--- config.mk ---
export PLATFORM = sky130hd
export DESIGN_NAME = stack_engine
export DESIGN_NICKNAME = d
export VERILOG_FILES = /design/src/rtl/stack_pkg.sv /design/src/rtl/stack_regfile.sv /design/src/rtl/stack_engine.sv
export SDC_FILE = /design/constraint.sdc
export NUM_CORES = 1
export LEC_CHECK = 0
export CORE_ASPECT_RATIO = 0.75
export CORE_MARGIN = 5
export CORE_UTILIZATION = 27
export DETAILED_ROUTE_END_ITERATION = 12
export GPL_TIMING_DRIVEN = 1
export PLACE_DENSITY = 0.52
export SYNTH_ARGS = -nofsm -noshare
export SYNTH_HDL_FRONTEND = slang
export SYNTH_SLANG_ARGS = --single-unit
export TNS_END_PERCENT = 10
--- constraint.sdc ---
create_clock -name clk -period 11.8 [get_ports clk]
set_input_delay 1.77 -clock clk [delete_from_list [all_inputs] [get_ports clk]]
set_output_delay 1.77 -clock clk [all_outputs]
set_load 0.01 [all_outputs]
--- src/rtl/stack_pkg.sv ---
// Shared types for the stack engine: op codes, error codes and FSM states.
// Optional macro STACK_ERR_LOCK_EN (see stack_engine) changes error handling only.
package stack_pkg;

   typedef enum logic [2:0] {
      OP_NOP     = 3'b000,
      OP_PUSH    = 3'b001,
      OP_POP     = 3'b010,
      OP_POP2    = 3'b011,
      OP_REPLACE = 3'b100,
      OP_BINOP   = 3'b101,
      OP_DUP     = 3'b110,
      OP_SWAP    = 3'b111
   } op_e;

   typedef enum logic [1:0] {
      ERR_NONE = 2'b00,
      ERR_OVF  = 2'b01,
      ERR_UDF  = 2'b10
   } err_e;

   typedef enum logic {
      RUN    = 1'b0,
      LOCKED = 1'b1
   } state_e;

endpackage

--- src/rtl/stack_regfile.sv ---
// Stack storage: DEPTH x DATA_WIDTH, two combinational reads, two synchronous
// writes (the second one exists so SWAP can exchange two entries in one edge).
// Storage is deliberately not reset.
module stack_regfile #(
   parameter int DATA_WIDTH = 32,
   parameter int DEPTH      = 16,
   parameter int AW         = $clog2(DEPTH)
) (
   input  logic                  clk,
   input  logic [AW-1:0]         raddr0,
   input  logic [AW-1:0]         raddr1,
   output logic [DATA_WIDTH-1:0] rdata0,
   output logic [DATA_WIDTH-1:0] rdata1,
   input  logic                  we0,
   input  logic [AW-1:0]         waddr0,
   input  logic [DATA_WIDTH-1:0] wdata0,
   input  logic                  we1,
   input  logic [AW-1:0]         waddr1,
   input  logic [DATA_WIDTH-1:0] wdata1
);

   logic [DATA_WIDTH-1:0] mem [DEPTH];

   // Combinational reads; out-of-range addresses (non power-of-two DEPTH) read 0.
   always_comb begin
      rdata0 = '0;
      rdata1 = '0;
      if (int'(raddr0) < DEPTH) rdata0 = mem[raddr0];
      if (int'(raddr1) < DEPTH) rdata1 = mem[raddr1];
   end

   // Two independent write ports; the engine never targets the same address with both.
   always_ff @(posedge clk) begin
      if (we0 && (int'(waddr0) < DEPTH)) mem[waddr0] <= wdata0;
      if (we1 && (int'(waddr1) < DEPTH)) mem[waddr1] <= wdata1;
   end

endmodule

--- src/rtl/stack_engine.sv ---
// Operand stack engine: typed ops, top/next read ports, occupancy and peak
// tracking, flush, and overflow/underflow detection.
// Optional macro STACK_ERR_LOCK_EN: a fault locks the engine until err_clr.
// Handshake: an op is taken on a rising edge where op_valid && op_ready; op_ready
// never depends on op_valid, and op/wdata only need to be stable in that cycle.
module stack_engine
   import stack_pkg::*;
#(
   parameter  int DATA_WIDTH = 32,
   parameter  int DEPTH      = 16,
   localparam int CNT_W      = $clog2(DEPTH + 1)
) (
   input  logic                  clk,
   input  logic                  rst_n,
   input  logic                  op_valid,
   output logic                  op_ready,
   input  logic [2:0]            op,
   input  logic [DATA_WIDTH-1:0] wdata,
   input  logic                  flush,
   input  logic                  err_clr,
   output logic [DATA_WIDTH-1:0] top,
   output logic [DATA_WIDTH-1:0] next,
   output logic [CNT_W-1:0]      count,
   output logic [CNT_W-1:0]      peak,
   output logic                  empty,
   output logic                  full,
   output logic                  err,
   output logic [1:0]            err_code,
   output state_e                dbg_state
);

   localparam int AW = $clog2(DEPTH);
   localparam logic [CNT_W-1:0] DEPTH_C = CNT_W'(DEPTH);
   localparam logic [CNT_W-1:0] ONE     = CNT_W'(1);
   localparam logic [CNT_W-1:0] TWO     = CNT_W'(2);

   logic [CNT_W-1:0] count_q, count_d, peak_q, peak_d;
   logic             err_q, err_d;
   err_e             err_code_q, err_code_d;
   state_e           state_q, state_d;

   logic [AW-1:0]         a_top, a_next, a_new;
   logic [DATA_WIDTH-1:0] rd_top, rd_next;
   logic                  we0, we1;
   logic [AW-1:0]         waddr0, waddr1;
   logic [DATA_WIDTH-1:0] wdata0, wdata1;
   logic                  accept, legal, fault;
   err_e                  fault_code;

   assign a_top  = AW'(count_q - ONE);
   assign a_next = AW'(count_q - TWO);
   assign a_new  = AW'(count_q);

   stack_regfile #(.DATA_WIDTH(DATA_WIDTH), .DEPTH(DEPTH), .AW(AW)) u_rf (
      .clk    (clk),
      .raddr0 (a_top),
      .raddr1 (a_next),
      .rdata0 (rd_top),
      .rdata1 (rd_next),
      .we0    (we0),
      .waddr0 (waddr0),
      .wdata0 (wdata0),
      .we1    (we1),
      .waddr1 (waddr1),
      .wdata1 (wdata1)
   );

`ifdef STACK_ERR_LOCK_EN
   assign op_ready = !flush && (state_q == RUN);
`else
   assign op_ready = !flush;
`endif

   assign accept = op_valid && op_ready;

   // Decode the op: legality, storage writes and next occupancy.
   always_comb begin
      legal      = 1'b1;
      fault_code = ERR_UDF;
      count_d    = count_q;
      we0        = 1'b0;
      we1        = 1'b0;
      waddr0     = a_new;
      waddr1     = a_next;
      wdata0     = wdata;
      wdata1     = rd_top;
      case (op_e'(op))
         OP_NOP: ;
         OP_PUSH: begin
            legal      = (count_q < DEPTH_C);
            fault_code = ERR_OVF;
            we0        = 1'b1;
            count_d    = count_q + ONE;
         end
         OP_POP: begin
            legal   = (count_q >= ONE);
            count_d = count_q - ONE;
         end
         OP_POP2: begin
            legal   = (count_q >= TWO);
            count_d = count_q - TWO;
         end
         OP_REPLACE: begin
            legal  = (count_q >= ONE);
            we0    = 1'b1;
            waddr0 = a_top;
         end
         OP_BINOP: begin
            legal   = (count_q >= TWO);
            we0     = 1'b1;
            waddr0  = a_next;
            count_d = count_q - ONE;
         end
         OP_DUP: begin
            legal      = (count_q >= ONE) && (count_q < DEPTH_C);
            fault_code = (count_q == DEPTH_C) ? ERR_OVF : ERR_UDF;
            we0        = 1'b1;
            wdata0     = rd_top;
            count_d    = count_q + ONE;
         end
         OP_SWAP: begin
            legal  = (count_q >= TWO);
            we0    = 1'b1;
            waddr0 = a_top;
            wdata0 = rd_next;
            we1    = 1'b1;
         end
         default: ;
      endcase
      fault = accept && !legal;
      if (!(accept && legal)) begin
         we0     = 1'b0;
         we1     = 1'b0;
         count_d = count_q;
      end
      if (flush) count_d = '0;
   end

   // Peak, error and FSM next-state logic.
   always_comb begin
      peak_d = flush ? '0 : ((count_d > peak_q) ? count_d : peak_q);
`ifdef STACK_ERR_LOCK_EN
      err_d      = err_q;
      err_code_d = err_code_q;
      state_d    = state_q;
      if (fault) begin
         err_d      = 1'b1;
         err_code_d = fault_code;
         state_d    = LOCKED;
      end else if (err_clr) begin
         err_d      = 1'b0;
         err_code_d = ERR_NONE;
         state_d    = RUN;
      end
`else
      err_d      = fault;
      err_code_d = err_code_q;
      state_d    = RUN;
      if (fault)                 err_code_d = fault_code;
      else if (err_clr || accept) err_code_d = ERR_NONE;
`endif
   end

   // State registers with asynchronous active-low reset.
   always_ff @(posedge clk or negedge rst_n) begin
      if (!rst_n) begin
         count_q    <= '0;
         peak_q     <= '0;
         err_q      <= 1'b0;
         err_code_q <= ERR_NONE;
         state_q    <= RUN;
      end else begin
         count_q    <= count_d;
         peak_q     <= peak_d;
         err_q      <= err_d;
         err_code_q <= err_code_d;
         state_q    <= state_d;
      end
   end

   assign top       = (count_q >= ONE) ? rd_top  : '0;
   assign next      = (count_q >= TWO) ? rd_next : '0;
   assign count     = count_q;
   assign peak      = peak_q;
   assign empty     = (count_q == '0);
   assign full      = (count_q == DEPTH_C);
   assign err       = err_q;
   assign err_code  = err_code_q;
   assign dbg_state = state_q;

endmodule

# Yosys cells after proc, flatten, opt, wreduce, memory -nomap -nowiden
# Memories as Yosys holds them, arrays and structs flattened.
# Cells that the tools add are included.
dict set report word_totals {
  wordCells 58
  ff_bits 13
  in_bits 40
  n_memories 1
  ram_bits 512
}
# name words width read_ports rd_clocked_by_memory_dff wr line
set memory_table {}
lappend memory_table {u_rf.mem 16 32 2 0 2 stack_regfile.sv:22} ;# logic [DATA_WIDTH-1:0] mem [DEPTH];
dict set report op_classes {
  muxes 22
  n_addsub 3
  reduce_logical 16
  n_eq_ne 8
  magnitude_cmp 4
}
# operator n
set ops {}
lappend ops {{$mux W32} 2}
lappend ops {{$pmux W32 S2} 1}
lappend ops {{$mux W5} 4}
lappend ops {{$pmux W5 S3} 1}
lappend ops {{$eq A3 B3 Y1 const B} 4}
lappend ops {{$mux W1} 8}
lappend ops {{$pmux W4 S2} 1}
lappend ops {{$reduce_or A2 Y1} 4}
lappend ops {{$eq A3 B2 Y1 const B} 2}
lappend ops {{$mux W2} 3}
lappend ops {{$add A5 B1 Y5 const B} 1}
lappend ops {{$eq A5 B5 Y1 const B} 1}
lappend ops {{$ge A5 B1 Y1 const B} 1}
lappend ops {{$ge A5 B2 Y1 const B} 1}
lappend ops {{$gt A5 B5 Y1} 1}
lappend ops {{$logic_not A5 Y1} 1}
lappend ops {{$lt A5 B5 Y1 const B} 1}
lappend ops {{$reduce_or A5 Y1} 1}
lappend ops {{$sub A5 B1 Y5 const B} 1}
lappend ops {{$sub A5 B2 Y5 const B} 1}
lappend ops {{$logic_and A1 B1 Y1} 4}
lappend ops {{$pmux W1 S4} 1}
lappend ops {{$pmux W2 S2} 1}
lappend ops {{$reduce_bool A2 Y1} 2}
lappend ops {{4 further kinds} 5}

# Depth between registers and ports, before layout
dict set report logic_depth {
  depth_word 9
  ltp_mapped 20
  mapped_depth_nobuf 15
}

# Modules after synthesis
# A second synthesis with hierarchy kept.
dict set report unflattened {
  hier_cells 2079
  hier_area_um2 32088.3
}
# module n_inst cells_per_inst area_per_inst_um2 seq_area_each_um2
set by_module_without_submodules {}
lappend by_module_without_submodules {stack_regfile 1 1732 29632.2 15374.7}
lappend by_module_without_submodules {stack_engine 1 347 2456.1 325.3}

# Worst setup path after synthesis
# Ideal clock, no wire load.
dict set report synth_path {
  path_kind {input to register}
  from {in op[0]}
  to {mem u_rf.mem[1][0] (enable)}
  path_stages 8
  slack_ns 6.095
  arrival_time_ns 5.240
  cell_sequence {buf_2 -> clkbuf_1 -> clkbuf_1 -> nor2_1 -> a22oi_1 -> o21a_1 -> nand2_1 -> o21ai_0}
}
# item line
set synth_rtl {}
lappend synth_rtl {{start: declaration} stack_engine.sv:17} ;# input logic [2:0] op,
lappend synth_rtl {{end: declaration} stack_regfile.sv:22}

# Worst setup path in the final report
dict set report layout_path {
  from {reg count_q[0] (netlist: count[0])}
  to {out top[15]}
}
dict set report layout_between {
  elab_chain_len 3
}
# item line
set layout_lines {}
lappend layout_lines {{start: declaration} stack_engine.sv:37} ;# logic [CNT_W-1:0] count_q, count_d, peak_q, peak_d;
lappend layout_lines {{start signal: assignment} stack_engine.sv:173} ;# count_q <= count_d;
lappend layout_lines {{$sub A5 B1 Y5} --}
lappend layout_lines {{$mem_v2 Z16 W32} --}
lappend layout_lines {{$mux W32 *} stack_engine.sv:181} ;# assign top = (count_q >= ONE) ? rd_top : '0;
lappend layout_lines {{end: declaration} stack_engine.sv:21} ;# output logic [DATA_WIDTH-1:0] top,
# Every way passes the cells marked *; elsewhere a longest branch is shown, timed or not.

==> summary.md <==
| Metric | Value |
|---|---|
| Async set or reset register ratio after synthesis | `0.0248` |
| Worst R2R Setup Slack | `6.53 ns` |
| Synth area leaders | `edfxtp_1, mux2i_1, mux4_2, mux2_2, buf_2` |
| WS Path Type | `reg2out` |
| Total wire length | `116 mm` |
| Worst-path maximum fanout | `49` |
| Syn_nets | `2237` |
| Design Area, Final | `0.0372 sq mm` |
| Leakage | `11.5 nW` |
| Total track usage | `0.177` |
| Pin count of the biggest net entering global routing | `98` |
| Endpoints failing setup | `0` |
| Data required, critical path | `10.03 ns` |
| Fmax | `136 MHz` |
| Share of layout cells above drive strength 1 | `0.245` |
| Layout Nets | `2237` |
| Slew @ Worst Pin | `1.27 ns` |
| Post-synthesis compound-gate area fraction | `0.0467` |
| Vias | `21004` |
| Status | `finished, final reports clean` |
| Mux cell area share after synthesis | `0.384` |
| Combinational power share | `0.170` |
| CTS tree | `done` |
| Final Skew | `0.0313 ns` |
| Crit start category | `flip-flop` |
| Synth Area in Adders | `0.00535` |
| Reg power frac | `0.442` |
| Cells after Synth | `2183` |
| Post-Syn Area | `0.0327 sq mm` |
| Drt drc | `0` |
| HPWL Detailed | `61.5 mm` |
| Vias in the first global route | `21693` |
| Routability cong. | `0.753` |
| # IOs | `121` |
| Count of cell types in the netlist | `52` |
| Slew HR | `0.146` |
| Tightest Hold Check Type | `reg2reg` |
| Final setup TNS | `0 ns` |
| Final hold violation count | `0` |
| Slew Limit Fails | `0` |
| Post-synth EDFFs | `512` |
| Clock Pin Slew Worst Setup and Hold Paths | `0.07 ns` |
| Tmin final | `7.37 ns` |
| Main combinational cell family by area after synthesis | `multiplexers` |
| DRT iter0 DRCs | `2193` |
| Clock sinks | `525` |
| Initial Util | `0.272` |
| H-tree levels | `2` |
| Most frequent cells in the layout | `mux2i_1, edfxtp_1, mux4_2` |
| Synthesis-to-finish area growth | `13.8%` |
| VDD IR-drop max | `0.109 mV` |
| Initial antenna violation count | `1` |
| Placed cell areas | `0.0354 sq mm` |
| Pre-antenna DRT Iters | `5` |
| Port Buf Inserts | `119` |
| Switching share of power | `0.277` |
| Chip width | `412 um` |
| Via density | `5.45` |
| Commonest non-fill, non-tap cell in the layout | `mux2i_1` |
| Synth Area in Simple Gates | `0.0368` |
| XOR/XNOR Fraction of Synth Area | `0.00268` |
| Fillers | `11783` |
| Die height | `311 um` |
| Net switching power | `1.31 mW` |
| #FFs+latches synth | `525` |
| First-pass GRT wire length | `165 mm` |
| Post-cts gate resize count | `0` |
| Row count | `110` |
| Routed Antenna Nets | `0` |
| Power per cell area | `127 mW/mm^2` |
| Cell taking the most area after synthesis | `edfxtp_1` |
| Core box area | `0.120 sq mm` |
| N_diodes | `0` |
| RSZ-0062 raised after global routing | `no` |
| Post-synth top area share | `0.470` |
| DIE AREA | `0.128 sq mm` |
| Sequential area share after synthesis | `0.480` |
| Syn avg cell area | `15.0 sq um` |
| CTS root buf | `clkbuf_16` |
| Int Power | `3.43 mW` |
| Postcts setup bufs | `0` |
| Grt total ovfl | `0` |
| Routed length per instance | `30.2 um` |
| Max_cap viols | `0` |
| Clock network power share | `0.388` |
| CTS Buf Count | `56` |
| Primary FF master, synth | `edfxtp_1` |
| Clk buf depth | `3` |
| Final critical-path share of the clock period | `0.625` |
| CP Data Arrival Time | `5.60 ns` |
| Clk_lat worst skew | `0.65 ns` |
| CTS hold repair buffers | `0` |
| Crit. End Element | `output pin` |
| Synth Warn # | `0` |
-- power groups by stage --
stage | clock network (mW) | registers [mW] | logic (mW)
5_1_grt | 1.95 | 2.10 | 0.864
2_1_floorplan | 0 | 2.13 | 0.557
4_1_cts | 1.86 | 2.10 | 0.806
3_5_place_dp | 0 | 2.14 | 0.802
6_report | 1.84 | 2.10 | 0.803
3_3_place_gp | 0 | 2.13 | 0.783
-- layout make-up --
class | instances | area [sq um] | area share
Timing Repair Buffer | 189 | 1740 | 0.0468
Inverter | 19 | 71.3 | 0.00192
Sequential cell | 525 | 15700 | 0.422
Tap cell | 1624 | 2030 | 0.0546
Multi-Input combinational cell | 1392 | 15800 | 0.426
Clock buffer | 70 | 1450 | 0.0391
Clock inverter | 35 | 377 | 0.0101
-- Yosys cell counts (12+ instances only) --
library cell,n
o31ai_1,34
buf_1,14
dfrtp_1,13
o21ai_0,25
ha_1,14
mux2_2,63
inv_1,19
mux4_2,255
clkbuf_1,54
a21oi_1,12
edfxtp_1,512
buf_2,131
buf_6,31
nand2_1,58
mux2i_1,609
o21ai_1,35
nand3_1,43
a211oi_4,31
nor2_1,114
buf_4,17
-- path summary, 6_finish.rpt --
path                             startpoint  cells past startpoint         endpoint
worst max-delay path               count[0]                      7          top[15]
worst min-delay path            err_code[1]                      2      err_code[1]
worst max register to register     count[1]                      7  u_rf.mem[11][2]
worst min register to register  err_code[1]                      2      err_code[1]
max in group asynchronous             rst_n                      1         count[1]
min in group asynchronous             rst_n                      1      err_code[0]
-- critical path: stages, from the launching register on --
cell,delay (ns)
dfrtp_4,0.89
buf_4,0.66
buf_4,0.86
mux4_2,0.62
mux2_2,0.29
o21ai_1,0.88
nor2_1,0.10
clkdlybuf4s50_1,0.60
-- stage by stage --
step	cells	hold slack, ns	power (mW)	util	setup slack, ns
floorplan	2183	0.514	2.69	-	6.09
global placement	3749	0.491	2.92	0.295	5.11
detailed placement	3749	0.496	2.94	0.295	4.99
CTS	3854	0.510	4.77	0.310	4.28
global route	3854	0.543	4.91	0.310	3.95
finish	3854	0.499	4.74	0.310	4.43
-- kinds of logic (layout without fill, tap and decap cells) --
logic type	after synthesis	after routing
AO/OA/AOI/OAI	174	174
XOR/XNOR	10	10
adder cells (fa/ha/maj)	14	14
buffers and inverters	266	313
flip-flops	525	525
multiplexers	928	928
other	1	1
AND/OR/NAND/NOR	265	265
-- routing by layer --
metal  wire [um]  track usage
met1       50500        0.246
met2       54600        0.286
met3        8110       0.0307
met4        3180       0.0458
met5           0            0
-- sequential cells by signal (all words and copies together), names as in the netlist --
name / cells
count: 5
err_code: 2
peak: 5
err: 1
u_rf.mem: 512
(Power assumes the default switching activity.)
